`config.mk`:
```
export PLATFORM = sky130hd
export DESIGN_NAME = instr_fetch_unit
export DESIGN_NICKNAME = d
export VERILOG_FILES = /design/src/rtl/instr_fetch_unit.sv
export SDC_FILE = /design/constraint.sdc
export NUM_CORES = 1
export LEC_CHECK = 0
export ABC_AREA = 0
export CAP_MARGIN = 20
export CORE_ASPECT_RATIO = 0.75
export CORE_UTILIZATION = 40
export CTS_CLUSTER_SIZE = 28
export DETAILED_ROUTE_END_ITERATION = 16
export PLACE_DENSITY = 0.79
export SETUP_SLACK_MARGIN = 0.1
export SYNTH_ARGS = -nofsm -noshare
export SYNTH_HDL_FRONTEND = slang
export SYNTH_SLANG_ARGS = --single-unit
```
`constraint.sdc`:
```
create_clock -name clk -period 7.21 [get_ports clk]
set_clock_uncertainty 0.15 [all_clocks]
set_input_delay 2.163 -clock clk [delete_from_list [all_inputs] [get_ports clk]]
set_output_delay 2.163 -clock clk [all_outputs]
set_load 0.01 [all_outputs]
```
`src/rtl/instr_fetch_unit.sv`:
```
// Fetch stage: owns PC and instruction register, issues handshaked word reads.
// Latency: fetch_start -> instr_valid in 2 cycles minimum; mem_req held until ack or TIMEOUT abort.
module instr_fetch_unit #(
    parameter logic [15:0] RESET_PC = 16'h0000,
    parameter int unsigned TIMEOUT  = 16
) (
    input  logic        clk,
    input  logic        reset,
    input  logic        fetch_start,
    input  logic        pc_load,
    input  logic [15:0] pc_target,
    output logic        mem_req,
    output logic [15:0] mem_addr,
    input  logic [15:0] mem_rdata,
    input  logic        mem_ack,
    output logic [15:0] instruction,
    output logic        instr_valid,
    output logic [15:0] pc,
    output logic [15:0] pc_link,
    output logic        busy,
    output logic        bus_err
);

    typedef enum logic [1:0] {S_IDLE, S_REQ, S_VALID} state_t;

    localparam logic [15:0] TO_LAST = (TIMEOUT != 0) ? 16'(TIMEOUT - 1) : 16'd0;

    state_t      state_q, state_d;
    logic [15:0] pc_q, pc_d;
    logic [15:0] instr_q, instr_d;
    logic [15:0] link_q, link_d;
    logic [15:0] pend_tgt_q, pend_tgt_d;
    logic [15:0] tcnt_q, tcnt_d;
    logic        pend_q, pend_d;
    logic        bus_err_q, bus_err_d;

    logic        timeout_hit;
    logic [15:0] pc_inc;
    logic        load_any;
    logic [15:0] load_tgt;

    assign pc_inc   = pc_q + 16'd1;
    // A pc_load arriving on the completing cycle takes precedence over an older pending one.
    assign load_any = pc_load | pend_q;
    assign load_tgt = pc_load ? pc_target : pend_tgt_q;

    generate
        if (TIMEOUT != 0) begin : g_timeout
            assign timeout_hit = (state_q == S_REQ) && !mem_ack && (tcnt_q == TO_LAST);
        end else begin : g_no_timeout
            assign timeout_hit = 1'b0;
        end
    endgenerate

    always_ff @(posedge clk or posedge reset) begin
        if (reset) begin
            state_q <= S_IDLE;
        end else begin
            state_q <= state_d;
        end
    end

    always_comb begin
        state_d = state_q;
        case (state_q)
            S_IDLE:  if (fetch_start) state_d = S_REQ;
            S_REQ: begin
                if (mem_ack)          state_d = S_VALID;
                else if (timeout_hit) state_d = S_IDLE;
            end
            S_VALID: state_d = fetch_start ? S_REQ : S_IDLE;
            default: state_d = S_IDLE;
        endcase
    end

    always_comb begin
        mem_req     = (state_q == S_REQ);
        busy        = (state_q == S_REQ);
        instr_valid = (state_q == S_VALID);
    end

    always_comb begin
        pc_d       = pc_q;
        instr_d    = instr_q;
        link_d     = link_q;
        pend_d     = pend_q;
        pend_tgt_d = pend_tgt_q;
        tcnt_d     = 16'd0;
        bus_err_d  = 1'b0;
        case (state_q)
            S_REQ: begin
                tcnt_d = tcnt_q + 16'd1;
                if (mem_ack) begin
                    instr_d = mem_rdata;
                    link_d  = pc_inc;
                    pc_d    = load_any ? load_tgt : pc_inc;
                    pend_d  = 1'b0;
                end else if (timeout_hit) begin
                    bus_err_d = 1'b1;
                    if (load_any) pc_d = load_tgt;
                    pend_d = 1'b0;
                end else if (pc_load) begin
                    // PC must stay stable as the request address, so park the redirect.
                    pend_d     = 1'b1;
                    pend_tgt_d = pc_target;
                end
            end
            default: begin
                if (pc_load) pc_d = pc_target;
            end
        endcase
    end

    always_ff @(posedge clk or posedge reset) begin
        if (reset) begin
            pc_q       <= RESET_PC;
            instr_q    <= 16'd0;
            link_q     <= 16'd0;
            pend_q     <= 1'b0;
            pend_tgt_q <= 16'd0;
            tcnt_q     <= 16'd0;
            bus_err_q  <= 1'b0;
        end else begin
            pc_q       <= pc_d;
            instr_q    <= instr_d;
            link_q     <= link_d;
            pend_q     <= pend_d;
            pend_tgt_q <= pend_tgt_d;
            tcnt_q     <= tcnt_d;
            bus_err_q  <= bus_err_d;
        end
    end

    assign mem_addr    = pc_q;
    assign pc          = pc_q;
    assign instruction = instr_q;
    assign pc_link     = link_q;
    assign bus_err     = bus_err_q;

endmodule

```
==> run_results.csv <==
group,metric,value,unit
synth,synthesis.area,0.00423,mm^2
die,initial_core_util,41.1,%
clock_network,clkLatencyLatePin,0.34,ns
placed_design,globalplace.congestion,0.856,
sta,min_period_over_period,66.5,%
run_status,status,"completed",
final_layout,ff_latch_area,0.00210,mm^2
worst_setup_path,reg2reg_slack,4.37,ns
route,drt_pass1_iterations,5,
worst_setup_path,cp_required,4.90,ns
clock_network,cts_setup_buffers,0,
die,area_of_the_core_region,0.0103,mm^2
synth,synth_warnings,0,
worst_setup_path,ff_to_ff_path_depth,5,
grt,vias_in_the_first_global_route,3249,
route,ant_nets,0,
final_layout,num-fill-cells,898,
grt,grt.total_usage,19.6,%
final_layout,fin_cells,632,
worst_hold_path,worstHoldPathCells,2,
clock_network,clock_sinks,84,
grt,wire_length_of_the_first_global_routing_pass,16800,um
route,detail_route.vias_per_cell,5.45,
sta,holdWs,0.334,ns
route,drt-total-wl,10500,um
final_layout,area_growth_syn_to_layout,30.7,%
placed_design,port_buffers,104,
grt,largest_net_degree_at_the_start_of_global_routing,70,
synth,synth_enable_flop_cells,0,
sta,rsz_0062_raised_after_global_routing,"false",
sta,timing.final.setup_violations,0,
pwr,power_per_cell_area,347,mW/mm^2
worst_setup_path,critPathLaunchType,"flip-flop",
die,design.die.area,0.0110,mm^2
sta,timing.final.crit_period,4.79,ns
final_layout,multi_input_comb_area,0.00185,mm^2
pwr,max-vdd-ir-drop,0.153,mV
die,dieWidth,121,um
sta,maxSlewHeadroom,26.3,%
sta,finalMaxSlewViolations,0,
synth,synth-main-ff-cell,"sky130_fd_sc_hd__dfrtp_1",
worst_setup_path,timing_worst_setup_path_type,"flip-flop to primary output",
clock_network,clkTransAtPathRegs,0.06,ns
grt,grt-ovfl-total,0,
die,ios,105,
run,maxCapViolations,0,
grt,grt-busiest-layer,"met2",
die,die_height,91.1,um
die,row_count,32,
placed_design,post-dp-hpwl,7480,um
grt,global_route.usage.met3,3.96,%
grt,met1_usage,26.6,%
clock_network,cts_htree_levels,3,
placed_design,placed_cells,617,
sta,timing_worst_slew_pin_value,1.11,ns
worst_setup_path,critical_path.reg2reg.endpoint,"instruction[6]",
worst_setup_path,critPathCaptureType,"primary output",
final_layout,design.final.nets,531,
synth,synthCells,410,
route,first_iter_violations,277,
grt,grt_use_met2,31.3,%
worst_setup_path,worst-path-max-fanout,28,
synth,async_set_reset_flop_share_out_of_synthesis,100,%
final_layout,antenna_cells,0,
clock_network,cts-resized-gates,0,
synth,synthDistinctLibCells,59,
clock_network,ctsLongestPathBuffers,2,
synth,synthDominantCellAreaShare,49.7,%
final_layout,proportion_of_layout_cells_with_a_drive_suffix_above_1,9.88,%
synth,synth.area.top_cells,"sky130_fd_sc_hd__dfrtp_1 50%, sky130_fd_sc_hd__mux2_2 4.5%, sky130_fd_sc_hd__mux2_1 4.0%, sky130_fd_sc_hd__nand2_1 3.5%, sky130_fd_sc_hd__buf_4 3.4%",
worst_setup_path,r2r-start,"state_q[1]",
route,number_of_vias_in_the_routed_layout,3444,
synth,netlist.top_cell.by_area,"sky130_fd_sc_hd__dfrtp_1",
synth,synth_seq_area_share,49.7,%
sta,final.setup.tns,0,ns
clock_network,cts_hold_buf,0,
sta,hold_viol,0,
synth,syn_nets,449,
synth,synth.ff_latch_count,84,
clock_network,cts_root_buf,"sky130_fd_sc_hd__clkbuf_16",
worst_hold_path,timing.hold.worst_endpoint,"pc_link[5]",
worst_hold_path,hold_class,"flip-flop to flip-flop",
pwr,leakage,2.24,nW
worst_hold_path,hold_path.startpoint,"pc_link[5]",
sta,fmaxAchievable,209,MHz
worst_setup_path,arrival_time_of_data_at_the_critical_path_endpoint,2.48,ns
clock_network,cts_inserted_buffers,9,
grt,antenna_violations_before_repair,0,
route,wl_per_cell,16.6,um
clock_network,clock_tree_from_tritoncts,"done",
synth,syn_avg_cell_area,10.3,um^2
route,drc_errors,0,
registers in the layout, summed over array words and instances (netlist names):
| name | count |
|---|---|
| bus_err | 1 |
| instruction | 16 |
| state_q | 2 |
| pend_q | 1 |
| pc_link | 16 |
| pend_tgt_q | 16 |
| mem_addr | 16 |
| tcnt_q | 16 |
final cells by class:
type / instances / area share, %
clock inverter: 4 / 1.33
timing repair buffer: 108 / 19.4
clock buffer: 11 / 4.39
multi-input combinational: 283 / 33.4
inverter: 6 / 0.430
tap: 136 / 3.07
sequential: 84 / 38.0
routing by layer:
layer  vias up  share of wire [%]
met3        16                5.4
met1      1718                 44
li1       1588                  -
met4         0                1.6
met5         -                  0
met2       122                 49
kinds of logic after synthesis:
| logic type | after synthesis | share of synthesized area [%] |
|---|---|---|
| and+or+nand+nor | 135 | 16.3 |
| AOI/OAI and AO/OA | 86 | 12.4 |
| DFF | 84 | 49.7 |
| buffers and inverters | 43 | 6.62 |
| muxes | 34 | 8.99 |
| xor gates and xnor gates | 26 | 5.38 |
| adders and majority gates | 2 | 0.591 |
worst max path at each step:
| stage | from | endpoint | slack (ns) | cells past startpoint |
|---|---|---|---|---|
| after global routing | state_q[1] | mem_req | 2.32 | 3 |
| after floorplan | reset | bus_err | 2.73 | 1 |
| after detailed placement | state_q[1] | busy | 2.80 | 3 |
| final | state_q[1] | mem_req | 2.42 | 3 |
| after global placement | state_q[1] | mem_req | 2.84 | 3 |
| after CTS | state_q[1] | mem_req | 2.43 | 3 |
Yosys cell counts (2+ instances only):
cell type	instances
sky130_fd_sc_hd__a211o_1	2
sky130_fd_sc_hd__a211oi_1	3
sky130_fd_sc_hd__a21oi_1	22
sky130_fd_sc_hd__a31oi_1	6
sky130_fd_sc_hd__and3_1	5
sky130_fd_sc_hd__buf_2	8
sky130_fd_sc_hd__buf_4	19
sky130_fd_sc_hd__buf_6	5
sky130_fd_sc_hd__clkbuf_1	5
sky130_fd_sc_hd__dfrtp_1	84
sky130_fd_sc_hd__ha_1	2
sky130_fd_sc_hd__inv_1	5
sky130_fd_sc_hd__mux2_1	15
sky130_fd_sc_hd__mux2_2	17
sky130_fd_sc_hd__mux2i_1	2
sky130_fd_sc_hd__nand2_1	40
sky130_fd_sc_hd__nand2b_1	5
sky130_fd_sc_hd__nand3_1	12
sky130_fd_sc_hd__nand4_1	5
sky130_fd_sc_hd__nand4_2	2
sky130_fd_sc_hd__nor2_1	38
sky130_fd_sc_hd__nor2b_1	2
sky130_fd_sc_hd__nor3_1	4
sky130_fd_sc_hd__nor3b_1	2
sky130_fd_sc_hd__nor4_1	2
sky130_fd_sc_hd__nor4_2	3
sky130_fd_sc_hd__o21a_1	3
sky130_fd_sc_hd__o21ai_0	14
sky130_fd_sc_hd__o21ai_1	19
sky130_fd_sc_hd__o311ai_0	3
sky130_fd_sc_hd__or3_1	4
sky130_fd_sc_hd__xnor2_1	13
sky130_fd_sc_hd__xor2_1	13
through the flow:
step                total power (W)  setup WS, ns  instance area [um^2]  utilization, %
global route                0.00202          2.32                  5530            53.8
detailed placement          0.00144          2.80                  5220            50.7
CTS                         0.00193          2.43                  5530            53.8
floorplan                   0.00110          2.73                  4230               -
global placement            0.00141          2.84                  5220            50.7
finish                      0.00192          2.42                  5530            53.8
critical path: stages, from the launching register on:
cell                              delay, ns
sky130_fd_sc_hd__dfrtp_1               0.39
sky130_fd_sc_hd__nand2b_1              0.66
sky130_fd_sc_hd__inv_2                 0.47
sky130_fd_sc_hd__clkdlybuf4s50_1       0.60
placed cells by master, fill, tap and decap left out, types with 5 or more instances in the layout:
master                            synthesis  final
sky130_fd_sc_hd__mux2_1                  15     15
sky130_fd_sc_hd__nor2_1                  38     38
sky130_fd_sc_hd__clkbuf_16                0      9
sky130_fd_sc_hd__nand2b_1                 5      5
sky130_fd_sc_hd__o21ai_1                 19     19
sky130_fd_sc_hd__nand4_1                  5      5
sky130_fd_sc_hd__nand3_1                 12     12
sky130_fd_sc_hd__a31oi_1                  6      6
sky130_fd_sc_hd__mux2_2                  17     17
sky130_fd_sc_hd__xnor2_1                 13     13
sky130_fd_sc_hd__xor2_1                  13     13
sky130_fd_sc_hd__o21ai_0                 14     14
sky130_fd_sc_hd__nand2_1                 40     40
sky130_fd_sc_hd__dfrtp_1                 84     84
sky130_fd_sc_hd__a21oi_1                 22     22
sky130_fd_sc_hd__and3_1                   5      5
sky130_fd_sc_hd__clkdlybuf4s50_1          0    104
power breakdown:
part	internal, W	switching, W	leakage, nW
sequential	0.000618	0.000136	1.04
clock	0.000311	0.000181	0.156
combinational	0.000381	0.000295	1.04
(Power assumes the default switching activity.)
